$ cat src/rtl/spi_ram_arbiter.sv
// Round-robin arbiter and command sequencer for the single-port SPI RAM.
// Optional shadow address cache enabled by defining SPI_RAM_ADDR_CACHE_EN.
module spi_ram_arbiter #(
    parameter int ADDR_W     = 8,
    parameter int DATA_W     = 8,
    parameter int RD_TIMEOUT = 4
) (
    input  logic              clk,
    input  logic              rst_n,
    input  logic              req0,
    input  logic              req1,
    input  logic              we0,
    input  logic              we1,
    input  logic [ADDR_W-1:0] addr0,
    input  logic [ADDR_W-1:0] addr1,
    input  logic [DATA_W-1:0] wdata0,
    input  logic [DATA_W-1:0] wdata1,
    output logic              done0,
    output logic              done1,
    output logic [DATA_W-1:0] rdata,
    output logic              err,
    output logic              busy,
    output logic [ADDR_W+1:0] ram_din,
    output logic              ram_rx_valid,
    input  logic [DATA_W-1:0] ram_dout,
    input  logic              ram_tx_valid
);

    localparam int CNT_W = $clog2(RD_TIMEOUT + 1);
    localparam logic [CNT_W-1:0] CNT_MAX = CNT_W'(RD_TIMEOUT - 1);

    typedef enum logic [2:0] {IDLE, ADDR, DATA, RD_WAIT, RESP} state_t;

    state_t              state_q, state_d;
    logic                we_q, id_q, last_grant_q;
    logic [ADDR_W-1:0]   addr_q;
    logic [DATA_W-1:0]   wdata_q;
    logic [CNT_W-1:0]    cnt_q;

    logic                grant_vld, grant_id, hit;
    logic                sel_we;
    logic [ADDR_W-1:0]   sel_addr;
    logic [DATA_W-1:0]   sel_wdata;
    logic [ADDR_W+1:0]   din_d;
    logic                rxv_d;

`ifdef SPI_RAM_ADDR_CACHE_EN
    logic [ADDR_W-1:0]   wa_shadow, ra_shadow;
    logic                wa_vld, ra_vld;
`endif

    always_comb begin
        grant_vld = req0 | req1;
        grant_id  = (req0 & req1) ? ~last_grant_q : req1;
        // Outputs are registered from the next state, so the command fields
        // come straight from the winning requester while still in IDLE.
        if (state_q == IDLE) begin
            sel_we    = grant_id ? we1    : we0;
            sel_addr  = grant_id ? addr1  : addr0;
            sel_wdata = grant_id ? wdata1 : wdata0;
        end else begin
            sel_we    = we_q;
            sel_addr  = addr_q;
            sel_wdata = wdata_q;
        end
`ifdef SPI_RAM_ADDR_CACHE_EN
        hit = sel_we ? (wa_vld && wa_shadow == sel_addr)
                     : (ra_vld && ra_shadow == sel_addr);
`else
        hit = 1'b0;
`endif
    end

    always_comb begin
        state_d = state_q;
        case (state_q)
            IDLE:    if (grant_vld) state_d = hit ? DATA : ADDR;
            ADDR:    state_d = DATA;
            DATA:    state_d = we_q ? RESP : RD_WAIT;
            RD_WAIT: if (ram_tx_valid || cnt_q == CNT_MAX) state_d = RESP;
            RESP:    state_d = IDLE;
            default: state_d = IDLE;
        endcase

        din_d = '0;
        rxv_d = 1'b0;
        if (state_d == ADDR) begin
            rxv_d = 1'b1;
            din_d = {(sel_we ? 2'b00 : 2'b10), sel_addr};
        end else if (state_d == DATA) begin
            rxv_d = 1'b1;
            din_d = {(sel_we ? 2'b01 : 2'b11), (sel_we ? sel_wdata : {DATA_W{1'b0}})};
        end
    end

    always_ff @(posedge clk or negedge rst_n) begin
        if (!rst_n) begin
            state_q      <= IDLE;
            we_q         <= 1'b0;
            id_q         <= 1'b0;
            last_grant_q <= 1'b1;
            addr_q       <= '0;
            wdata_q      <= '0;
            cnt_q        <= '0;
            done0        <= 1'b0;
            done1        <= 1'b0;
            rdata        <= '0;
            err          <= 1'b0;
            busy         <= 1'b0;
            ram_din      <= '0;
            ram_rx_valid <= 1'b0;
        end else begin
            state_q <= state_d;
            if (state_q == IDLE && grant_vld) begin
                we_q         <= sel_we;
                addr_q       <= sel_addr;
                wdata_q      <= sel_wdata;
                id_q         <= grant_id;
                last_grant_q <= grant_id;
            end
            cnt_q        <= (state_q == RD_WAIT) ? cnt_q + CNT_W'(1) : '0;
            ram_din      <= din_d;
            ram_rx_valid <= rxv_d;
            busy         <= (state_d != IDLE);
            done0        <= (state_d == RESP) && !id_q;
            done1        <= (state_d == RESP) && id_q;
            if (state_d == RESP && state_q == DATA) begin
                err <= 1'b0;
            end else if (state_d == RESP && state_q == RD_WAIT) begin
                rdata <= ram_tx_valid ? ram_dout : '0;
                err   <= !ram_tx_valid;
            end
        end
    end

`ifdef SPI_RAM_ADDR_CACHE_EN
    always_ff @(posedge clk or negedge rst_n) begin
        if (!rst_n) begin
            wa_shadow <= '0;
            ra_shadow <= '0;
            wa_vld    <= 1'b0;
            ra_vld    <= 1'b0;
        end else if (state_d == ADDR) begin
            if (sel_we) begin
                wa_shadow <= sel_addr;
                wa_vld    <= 1'b1;
            end else begin
                ra_shadow <= sel_addr;
                ra_vld    <= 1'b1;
            end
        end
    end
`endif

endmodule

$ cat config.mk
export PLATFORM = sky130hd
export DESIGN_NAME = spi_ram_arbiter
export DESIGN_NICKNAME = d
export VERILOG_FILES = /design/src/rtl/spi_ram_arbiter.sv
export SDC_FILE = /design/constraint.sdc
export NUM_CORES = 1
export LEC_CHECK = 0
export BUFFER_PORTS_ARGS = -buffer_cell sky130_fd_sc_hd__buf_2
export CAP_MARGIN = 10
export CORE_MARGIN = 5
export CORE_UTILIZATION = 30
export CTS_CLUSTER_DIAMETER = 150
export CTS_CLUSTER_SIZE = 30
export DETAILED_ROUTE_END_ITERATION = 10
export HOLD_SLACK_MARGIN = 0.03
export PLACE_DENSITY = 0.61
export SYNTH_ARGS = -nofsm -noshare
export SYNTH_HDL_FRONTEND = slang
export SYNTH_SLANG_ARGS = --single-unit
$ cat constraint.sdc
create_clock -name clk -period 1.82 [get_ports clk]
set_clock_uncertainty 0.2 [all_clocks]
set_input_delay 0.364 -clock clk [delete_from_list [all_inputs] [get_ports clk]]
set_output_delay 0.364 -clock clk [all_outputs]
set_load 0.05 [all_outputs]
Word-level counts from Yosys, hierarchy flattened:

Cells that the tools add are included.

* register bits after elaboration: 48
* word-level logic and storage cells: 60
* output and inout port bits: 23
* bits of input ports: 47

* mux-type cells: 22
* equality and inequality tests: 7
* $add $sub $neg: 1
* bitwise operators: 4
* reduce and logical (&&, ||, !) cells: 12

Operators by type and width (number)
* 8-bit 2-to-1 mux: 6
* 10-bit 2-to-1 mux: 2
* 3-bit by 2-bit equality test with 1-bit output, second input constant: 4
* 3-bit 2-to-1 mux: 4
* 3-bit case mux with 4 select lines: 1
* 1-bit 2-to-1 mux: 7
* 3-bit by 1-bit equality test with 1-bit output, second input constant: 2
* 1-bit logical AND: 5
* 2-bit 2-to-1 mux: 2
* 3-bit by 1-bit adder with 3-bit output, second input constant: 1
* 3-bit equality test, second input constant: 1
* 3-bit logical NOT: 1
* 3-bit nonzero test: 1
* 1-bit logical NOT: 2
* 1-bit inverter: 2
* 2-bit AND reduction: 1
* 2-bit nonzero test: 1
* 1-bit bitwise AND: 1
* 1-bit logical OR: 1
* 1-bit bitwise OR: 1

Depth between registers and ports, before layout:

Gate-level depths: netlist (run 1).

* word-level depth: 8
* depth in mapped cells: 6
* depth with buffers taken out: 5

Worst setup path after synthesis (run 1):

OpenSTA, ideal clock, no wires.

* kind: reg2reg
* start point: register cnt_q[0]
* end point: register state_q[0]
* required time: 1537 ps
* clock period less this slack: 1610 ps
* cell stages (with the launch flop): 7
* buffers on the path: 1
* slack: 210 ps
* arrival time: 1327 ps
* cells stage by stage: dfrtp_1 -> ha_1 -> ha_1 -> nor2_1 -> clkbuf_1 -> a21oi_1 -> o21ai_0

* cells in the longest elaborated chain, start to end: 4

Ends and longest elaborated chain
* start: declaration: RTL line 38 `logic [CNT_W-1:0] cnt_q;`
* start signal: assignment: RTL line 121 `cnt_q <= (state_q == RD_WAIT) ? cnt_q + CNT_W'(1) : '0;`
* 3-bit by 2-bit equality test with 1-bit output: RTL line 80 `RD_WAIT: if (ram_tx_valid || cnt_q == CNT_MAX) state_d = RESP;`
* 1-bit logical OR: RTL line 80
* 3-bit 2-to-1 mux: RTL line 80
* 3-bit case mux with 4 select lines: RTL line 76 `case (state_q)`
* named net state_d[0]: RTL line 34 `state_t state_q, state_d;`
* end signal: assignment: RTL line 113 `state_q <= state_d;`
* end: declaration: RTL line 34

The timed path passes the listed nets, and every way through them passes these cells.
A chain may end at the register's enable or synchronous reset.

Final worst setup path (run 1):

* start point: register state_q[2]
* end point: register wdata_q[0]

* cells in the longest elaborated chain, start to end: 2

Ends and longest elaborated chain
* 3-bit logical NOT (*): RTL line 57, 114
* 8-bit 2-to-1 mux / 1-bit logical AND (equally long branches): RTL line 57, 114
* end signal: assignment: RTL line 117 `wdata_q <= sel_wdata;`
* end: declaration: RTL line 37 `logic [DATA_W-1:0] wdata_q;`

Mark *: on every way between the ends. The rest lies on a longest branch, timed or not.

==> summary.log, run 1 <==
INFO  timing         setup_viol=0
INFO  hold_path      hold_path.class=primary input to flip-flop
INFO  clocking       post_cts.repair.setup_buffers=0
INFO  route          met1_length=2021um
INFO  logic_synthesis synth_sequential_area_ratio=54.53%
INFO  logic_synthesis synth.top_cell.area_share=53.10%
INFO  placed_design  port_buffers=69
INFO  power_and_ir_drop report.power.total=0.004010W
INFO  grt            grt_first_pass_wirelength=7389um
INFO  grt            first_global_vias=1,509
INFO  setup_path     rr_startpoint=state_q[2]$_DFF_PN0_
INFO  setup_path     cp_slowest_cell=sky130_fd_sc_hd__or3_1
INFO  route          firstDrtPassIters=4
INFO  cells_and_area finalNetCount=294
INFO  clocking       latest_clock_arrival_within_the_worst_skew_pair=0.29ns
INFO  route          avgRoutedWirePerCell=13.52um
INFO  grt            pin_count_of_the_biggest_net_entering_global_routing=41
INFO  route          avgViaCountPerCell=4.544
INFO  route          detail_route.drc_violations=0
INFO  logic_synthesis avgSynthCellArea=10.56um2
INFO  placed_design  routabilityCongestion=0.7520
INFO  setup_path     critical_path.n_buffers_inverters=0
INFO  logic_synthesis yosys-top-cells-count=39 x sky130_fd_sc_hd__dfrtp_1, 20 x sky130_fd_sc_hd__o21ai_1, 19 x sky130_fd_sc_hd__nand2_1
INFO  power_and_ir_drop pwr_density_cell=1704mW/mm2
INFO  placed_design  hpwlAfterDp=3269um
INFO  floorplanning  die_area=0.007792mm2
INFO  route          highest-signal-layer=met4
INFO  setup_path     setup.worst_path.end_class=flip-flop
INFO  floorplanning  die-height=88.28um
INFO  setup_path     critical_path_destination=wdata_q[0]$_DFFE_PN0P_
INFO  logic_synthesis yosys.cell_count.top_type=sky130_fd_sc_hd__dfrtp_1
INFO  logic_synthesis syn-instance-count=174
INFO  timing         tightest_slew=0.5043ns
INFO  route          final_antenna_net_count=0
INFO  setup_path     reg2reg_slack=0.14ns
INFO  power_and_ir_drop maximum_vdd_drop=607.7uV
INFO  timing         slew_violations=0
INFO  timing         grt_setup_unrepaired=false
INFO  logic_synthesis ys.warnings.count=0
INFO  logic_synthesis number_of_enable_flip_flop_cells_after_synthesis=0
INFO  setup_path     required=1.79ns
INFO  timing         layout_min_cycle_time=1.677ns
INFO  setup_path     first_element_of_the_critical_path=state_q[2]$_DFF_PN0_
INFO  setup_path     path_depth=3
INFO  route          dr_total_vias=1,454
INFO  clocking       cts_root_buf=sky130_fd_sc_hd__clkbuf_8
INFO  timing         report.final.hold_viol_count=0
INFO  flow_run       drv_cap=0
INFO  grt            grt_util_all_layers=12.37%
INFO  floorplanning  pin_count=70
INFO  setup_path     worstReg2RegEnd=wdata_q[0]$_DFFE_PN0P_
INFO  logic_synthesis largest_cells_by_area_after_synthesis=sky130_fd_sc_hd__dfrtp_1 53%, sky130_fd_sc_hd__mux2i_1 8.7%, sky130_fd_sc_hd__o21ai_1 5.4%, sky130_fd_sc_hd__o21ai_0 4.6%, sky130_fd_sc_hd__nand2_1 3.9%
INFO  setup_path     path_class=flip-flop to flip-flop
INFO  clocking       tritoncts_clock_tree=built
INFO  logic_synthesis post-synth-top-area-cell=sky130_fd_sc_hd__dfrtp_1
INFO  logic_synthesis synth_cell_types=35
INFO  power_and_ir_drop power.static_leakage=1.188nW
INFO  logic_synthesis synth.cell_area=0.001838mm2
INFO  clocking       ctsHtreeMaxLevel=2
INFO  clocking       numClockSinks=40
INFO  route          dr_wl_met2=1877um
INFO  floorplanning  placeableCoreArea=0.005956mm2
INFO  route          drt_wl_total=4327um
INFO  floorplanning  rows=28
INFO  logic_synthesis post_synthesis_net_count=223
INFO  route          dr_wl_met3=366um
INFO  setup_path     critical_path_peak_fanout=10
INFO  logic_synthesis dominantRegCellSynth=sky130_fd_sc_hd__dfrtp_1
INFO  clocking       clk_pin_slew_worst_paths=0.08ns
INFO  floorplanning  fp.dieW=88.28um
INFO  cells_and_area final_layout_size_suffix_gt1_share=37.14%
INFO  clocking       cts.path.max_buffers=2
INFO  setup_path     path_cells=or3_1, o21ai_0, o21ai_1
INFO  timing         fmax=0.5964GHz
INFO  route          detailedRoute.firstIterationViolations=62
INFO  cells_and_area num-fill-cells=608
INFO  timing         setup_total_negative_slack=0ns
INFO  timing         timing.final.crit_share=92.12%
INFO  setup_path     timing.reg2reg.worst_path_depth=3
INFO  logic_synthesis synth-seq-cells=40
INFO  setup_path     cpPeakStageDelay=0.56ns
INFO  grt            antenna_found_initial=0
INFO  setup_path     category_of_cells_accounting_for_the_largest_share_of_critical_path_delay=simple AND/OR/NAND/NOR gates
INFO  cells_and_area insertedDiodeCount=0
INFO  clocking       cts_inserted_buffers=5
INFO  status         status=finished clean
INFO  cells_and_area synth_to_final_area_change=28.05%
INFO  grt            grt_overflow=0
INFO  timing         worst_slew_margin_relative_to_its_limit=66.26%
INFO  floorplanning  effective_utilization_at_floorplan=30.86%
INFO  setup_path     crit_path_dat=1.65ns
INFO  clocking       post_cts_resized=0
INFO  logic_synthesis synth_async_sr_flop_share=100.0%
INFO  setup_path     critical_path.startpoint_type=flip-flop
-- area by class of cell --
type	instances	area, um2	area share, %
inverters	4	15.01	0.6380
clock buffers	6	72.57	3.083
multi-input cells	116	724.4	30.78
clock inverters	1	5.005	0.2127
repair buffers	78	440.4	18.71
well taps	75	93.84	3.987
flip-flops and latches	40	1002	42.58
-- cell usage in the layout, fill, tap and decap left out --
master | Yosys | routed
sky130_fd_sc_hd__a211oi_2 | 1 | 1
sky130_fd_sc_hd__a21boi_2 | 0 | 1
sky130_fd_sc_hd__a21oi_1 | 4 | 4
sky130_fd_sc_hd__a22o_1 | 1 | 1
sky130_fd_sc_hd__a31oi_1 | 1 | 1
sky130_fd_sc_hd__and2_1 | 3 | 3
sky130_fd_sc_hd__and3b_2 | 1 | 1
sky130_fd_sc_hd__and4bb_2 | 1 | 1
sky130_fd_sc_hd__buf_12 | 0 | 2
sky130_fd_sc_hd__buf_2 | 5 | 69
sky130_fd_sc_hd__buf_4 | 1 | 6
sky130_fd_sc_hd__clkbuf_1 | 4 | 1
sky130_fd_sc_hd__clkbuf_8 | 0 | 5
sky130_fd_sc_hd__clkinv_2 | 0 | 1
sky130_fd_sc_hd__dfrtp_1 | 39 | 39
sky130_fd_sc_hd__dfstp_2 | 1 | 1
sky130_fd_sc_hd__dlygate4sd3_1 | 0 | 1
sky130_fd_sc_hd__ha_1 | 2 | 2
sky130_fd_sc_hd__inv_1 | 4 | 4
sky130_fd_sc_hd__mux2i_1 | 16 | 16
sky130_fd_sc_hd__nand2_1 | 19 | 19
sky130_fd_sc_hd__nand2b_1 | 2 | 2
sky130_fd_sc_hd__nand3_1 | 8 | 8
sky130_fd_sc_hd__nand3b_1 | 1 | 1
sky130_fd_sc_hd__nor2_1 | 6 | 6
sky130_fd_sc_hd__nor2b_1 | 2 | 2
sky130_fd_sc_hd__nor3_1 | 1 | 1
sky130_fd_sc_hd__nor3_4 | 1 | 1
sky130_fd_sc_hd__nor3b_1 | 1 | 1
sky130_fd_sc_hd__o21ai_0 | 17 | 17
sky130_fd_sc_hd__o21ai_1 | 20 | 20
sky130_fd_sc_hd__o21ai_2 | 1 | 1
sky130_fd_sc_hd__o221ai_2 | 1 | 1
sky130_fd_sc_hd__o22a_1 | 1 | 1
sky130_fd_sc_hd__o22ai_1 | 1 | 1
sky130_fd_sc_hd__or2b_1 | 1 | 1
sky130_fd_sc_hd__or3_1 | 2 | 2
-- power by group --
part / switching (W) / internal, W
combinational: 0.00140 / 0.000590
sequential: 0.000203 / 0.00127
clock: 0.000293 / 0.000261
total: 0.00189 / 0.00212
-- state kept, by name (all words and copies together), names as in the netlist --
signal	flops
ram_din	10
rdata	8
wdata_q	8
cnt_q	3
state_q	3
busy	1
done0	1
done1	1
err	1
id_q	1
last_grant_q	1
ram_rx_valid	1
we_q	1
-- worst min path at each step --
stage	start	to	slack, ns	depth (start not counted)
6_report	ram_dout[3]	rdata[3]$_DFFE_PN0P_	0.11	3
5_1_grt	ram_dout[3]	rdata[3]$_DFFE_PN0P_	0.10	3
4_1_cts	ram_dout[3]	rdata[3]$_DFFE_PN0P_	0.10	3
3_5_place_dp	rst_n	rdata[7]$_DFFE_PN0P_	0.15	2
3_3_place_gp	rst_n	rdata[3]$_DFFE_PN0P_	0.15	2
2_1_floorplan	rst_n	busy$_DFF_PN0_	-0.13	0
-- routing by layer --
metal	vias to the layer above	global-route usage [%]
met1	659	17.70
li1	743	-
met3	4	3.724
met2	48	17.68
met4	0	4.533
met5	-	0
-- metrics by stage --
step | std cells | area, um2 | hold WS (ns) | utilization, % | setup WS [ns]
after floorplan | 174 | 1838 | -0.1316 | - | 0.2101
after global placement | 312 | 2266 | 0.1547 | 38.05 | 0.1844
after detailed placement | 312 | 2266 | 0.1495 | 38.05 | 0.1594
after CTS | 320 | 2354 | 0.1026 | 39.52 | 0.1466
after global routing | 320 | 2354 | 0.1018 | 39.52 | 0.009035
final | 320 | 2354 | 0.1104 | 39.52 | 0.1433
-- logic make-up (layout without fill, tap and decap cells) --
family | count (synthesis) | count (layout) | share of synthesized area [%]
multiplexers | 16 | 16 | 8.713
flip-flops | 40 | 40 | 54.53
AO/OA/AOI/OAI | 49 | 49 | 15.18
AND/OR/NAND/NOR | 49 | 49 | 13.96
buffers and inverters | 18 | 89 | 6.262
adder cells (fa/ha/maj) | 2 | 2 | 1.361
-- timing repair --
item                                   in CTS  in global routing
hold buffers                                1                  0
setup endpoints to repair                   0                  0
endpoints found under the hold margin      39                  0
-- worst register-to-register path, stage by stage, from the launching register on --
cell	delay [ns]
sky130_fd_sc_hd__dfrtp_1	0.50
sky130_fd_sc_hd__or3_1	0.56
sky130_fd_sc_hd__o21ai_0	0.22
sky130_fd_sc_hd__o21ai_1	0.08
Note: power is estimated with default switching activity, not from simulation.
==> inputs of run 2 (changes only) <==
- GPL_TIMING_DRIVEN: default -> 0
- SLEW_MARGIN: default -> 0
- clock period: 1.82 -> 1.7 ns (I/O delays scaled with it)
==> summary.log, run 2 (synthesized netlist as in run 1, its figures left out) <==
INFO  status         status=finished clean
INFO  route          firstDrtPassIters=4 [unchanged]
INFO  grt            grt_util_all_layers=11.84% [-0.53 points]
INFO  hold_path      hold_path.class=primary input to flip-flop
INFO  timing         grt_setup_unrepaired=false
INFO  cells_and_area largest_register=ram_din
INFO  timing         report.final.hold_viol_count=0 [unchanged]
INFO  setup_path     reg2reg_slack=0.1ns [-0.05 ns]
INFO  clocking       numClockSinks=40 [unchanged]
INFO  clocking       clk_pin_slew_worst_paths=0.08ns [about the same]
INFO  setup_path     setup.worst_path.end_class=flip-flop
INFO  route          avgRoutedWirePerCell=13.23um [-2.2%]
INFO  route          detail_route.drc_violations=0 [unchanged]
INFO  timing         fmax=0.6236GHz [+4.6%]
INFO  cells_and_area final_layout_size_suffix_gt1_share=39.29% [+2.1 points]
INFO  floorplanning  placeableCoreArea=0.005956mm2 [unchanged]
INFO  setup_path     timing.reg2reg.worst_path_depth=5 [+2]
INFO  power_and_ir_drop power.static_leakage=1.215nW [+2.3%]
INFO  power_and_ir_drop maximum_vdd_drop=962.6uV [+58%]
INFO  flow_run       drv_cap=0 [unchanged]
INFO  cells_and_area mostFrequentLayoutCell=sky130_fd_sc_hd__buf_2
INFO  floorplanning  pin_count=70 [unchanged]
INFO  timing         layout_min_cycle_time=1.604ns [-0.07311 ns]
INFO  clocking       cts.path.max_buffers=2 [unchanged]
INFO  grt            grt_overflow=0 [unchanged]
INFO  setup_path     crit_path_dat=1.58ns [-0.07 ns]
INFO  placed_design  routabilityCongestion=0.7132 [-5.2%]
INFO  power_and_ir_drop pwr_density_cell=1832mW/mm2 [+7.5%]
INFO  setup_path     required=1.68ns [-0.11 ns]
INFO  route          drt_wl_total=4326um [about the same]
INFO  timing         setup_viol=0 [unchanged]
INFO  clocking       latest_clock_arrival_within_the_worst_skew_pair=0.29ns [about the same]
INFO  power_and_ir_drop pwr-share-comb=51.8% [+2.3 points]
INFO  cells_and_area insertedDiodeCount=0 [unchanged]
INFO  clocking       cts_inserted_buffers=5 [unchanged]
INFO  power_and_ir_drop power.sequential.fraction=34.8% [-1.9 points]
INFO  route          final_antenna_net_count=0 [unchanged]
INFO  floorplanning  effective_utilization_at_floorplan=30.86% [unchanged]
INFO  cells_and_area largest_register_ffs=10 [unchanged]
INFO  power_and_ir_drop clock_power_share=13.4% [-0.4 points]
INFO  grt            pin_count_of_the_biggest_net_entering_global_routing=41 [unchanged]
INFO  grt            first_global_vias=1,556 [+3.1%]
INFO  clocking       ctsHtreeMaxLevel=2 [unchanged]
INFO  floorplanning  die_area=0.007792mm2 [unchanged]
INFO  timing         setup_total_negative_slack=0ns [unchanged]
INFO  timing         timing.final.crit_share=94.33% [+2.2 points]
INFO  cells_and_area most-common-layout-cells=73 x sky130_fd_sc_hd__buf_2, 39 x sky130_fd_sc_hd__dfrtp_1, 19 x sky130_fd_sc_hd__o21ai_1, 19 x sky130_fd_sc_hd__nand2_1
INFO  setup_path     critical_path_peak_fanout=8 [-2]
INFO  floorplanning  fp.dieW=88.28um [unchanged]
INFO  cells_and_area top_regs=ram_din (10), rdata (8), wdata_q (8)
INFO  setup_path     path_class=flip-flop to flip-flop
INFO  clocking       cts_root_buf=sky130_fd_sc_hd__clkbuf_8
INFO  timing         tightest_slew=0.8684ns [+0.3642 ns]
INFO  power_and_ir_drop switching_share=46.61% [-0.57 points]
INFO  hold_path      hold_path_depth=3 [unchanged]
INFO  floorplanning  die-height=88.28um [unchanged]
INFO  grt            grt_first_pass_wirelength=7120um [-3.6%]
INFO  route          detailedRoute.firstIterationViolations=72 [+16%]
INFO  cells_and_area finalNetCount=301 [+2.4%]
INFO  placed_design  port_buffers=68 [-1.4%]
INFO  route          avgViaCountPerCell=4.639 [+2.1%]
INFO  cells_and_area synth_to_final_area_change=30.84%
INFO  route          dr_total_vias=1,517 [+4.3%]
INFO  floorplanning  rows=28 [unchanged]
INFO  timing         worst_slew_margin_relative_to_its_limit=42.10% [-24 points]
INFO  power_and_ir_drop power.internal=0.002352W [+11%]
INFO  cells_and_area layout.core_utilization=40.38% [+0.86 points]
INFO  power_and_ir_drop p_sw=0.002053W [+8.6%]
INFO  placed_design  hpwlAfterDp=3297um [+0.86%]
INFO  timing         slew_violations=0 [unchanged]
INFO  clocking       tritoncts_clock_tree=built
INFO  setup_path     critical_path.startpoint_type=flip-flop
INFO  grt            antenna_found_initial=0 [unchanged]
run 2: changes by cell type in the layout (fill, tap and decap cells not counted), sizes merged:
| cell | change |
|---|---|
| buf | +5 |
| clkbuf | +2 |
run 2: worst paths after layout:
check	from	to
worst min-delay path	ram_dout[4]	rdata[4]$_DFFE_PN0P_
max in group asynchronous	rst_n	ram_din[5]$_DFF_PN0_
worst max register to register	state_q[2]$_DFF_PN0_	wdata_q[5]$_DFFE_PN0P_
worst max-delay path	state_q[2]$_DFF_PN0_	wdata_q[5]$_DFFE_PN0P_
worst min register to register	cnt_q[0]$_DFF_PN0_	cnt_q[0]$_DFF_PN0_
min in group asynchronous	rst_n	rdata[3]$_DFFE_PN0P_
run 2: final cells by class:
cell class	count	area (um2)
Inverter	4	15.01
Timing Repair Buffer	73	380.4
Multi-Input combinational cell	116	743.2
Fill cell	612	3551
Sequential cell	40	1002
Clock inverter	1	5.005
Clock buffer	6	72.57
Buffer	12	92.59
Tap cell	75	93.84
run 2: through the flow:
stage	worst slack, ns	instances	power, W	hold slack (ns)	instance area, um2
2_1_floorplan	0.09013	174	0.003237	-0.1556	1838
4_1_cts	0.01569	326	0.004411	0.08595	2371
5_1_grt	0.01436	327	0.004719	0.1036	2405
6_report	0.09645	327	0.004405	0.09321	2405
3_3_place_gp	-0.1267	317	0.003760	0.2271	2272
3_5_place_dp	-0.1287	317	0.003791	0.2313	2272
run 2: timing repair:
| action | CTS | global route |
|---|---|---|
| hold buffers | 1 | 0 |
| hold endpoints to repair | 39 | 0 |
| endpoints found under the setup margin | 11 | 19 |
| resized for setup | 2 | 8 |
| setup buffers | 1 | 3 |
| pin swaps | 1 | 0 |
run 2: routing by layer:
metal  wire (um)  track usage [%]
met1        1954            15.36
met2        1990            19.10
met3         302            2.421
met4          78            5.357
met5           0                0
run 2: power groups by stage:
stage | registers, W | clock network [W] | logic (W)
2_1_floorplan | 0.00233 | 0 | 0.000905
3_3_place_gp | 0.00154 | 0 | 0.00222
3_5_place_dp | 0.00155 | 0 | 0.00224
4_1_cts | 0.00153 | 0.000608 | 0.00227
5_1_grt | 0.00159 | 0.000647 | 0.00249
6_report | 0.00154 | 0.000590 | 0.00228
run 2: critical path, cell delays in order (launching register included):
cell                      delay, ns
sky130_fd_sc_hd__dfrtp_1       0.38
sky130_fd_sc_hd__buf_6         0.13
sky130_fd_sc_hd__or3_4         0.44
sky130_fd_sc_hd__buf_8         0.14
sky130_fd_sc_hd__o21ai_1       0.13
sky130_fd_sc_hd__o21ai_1       0.08
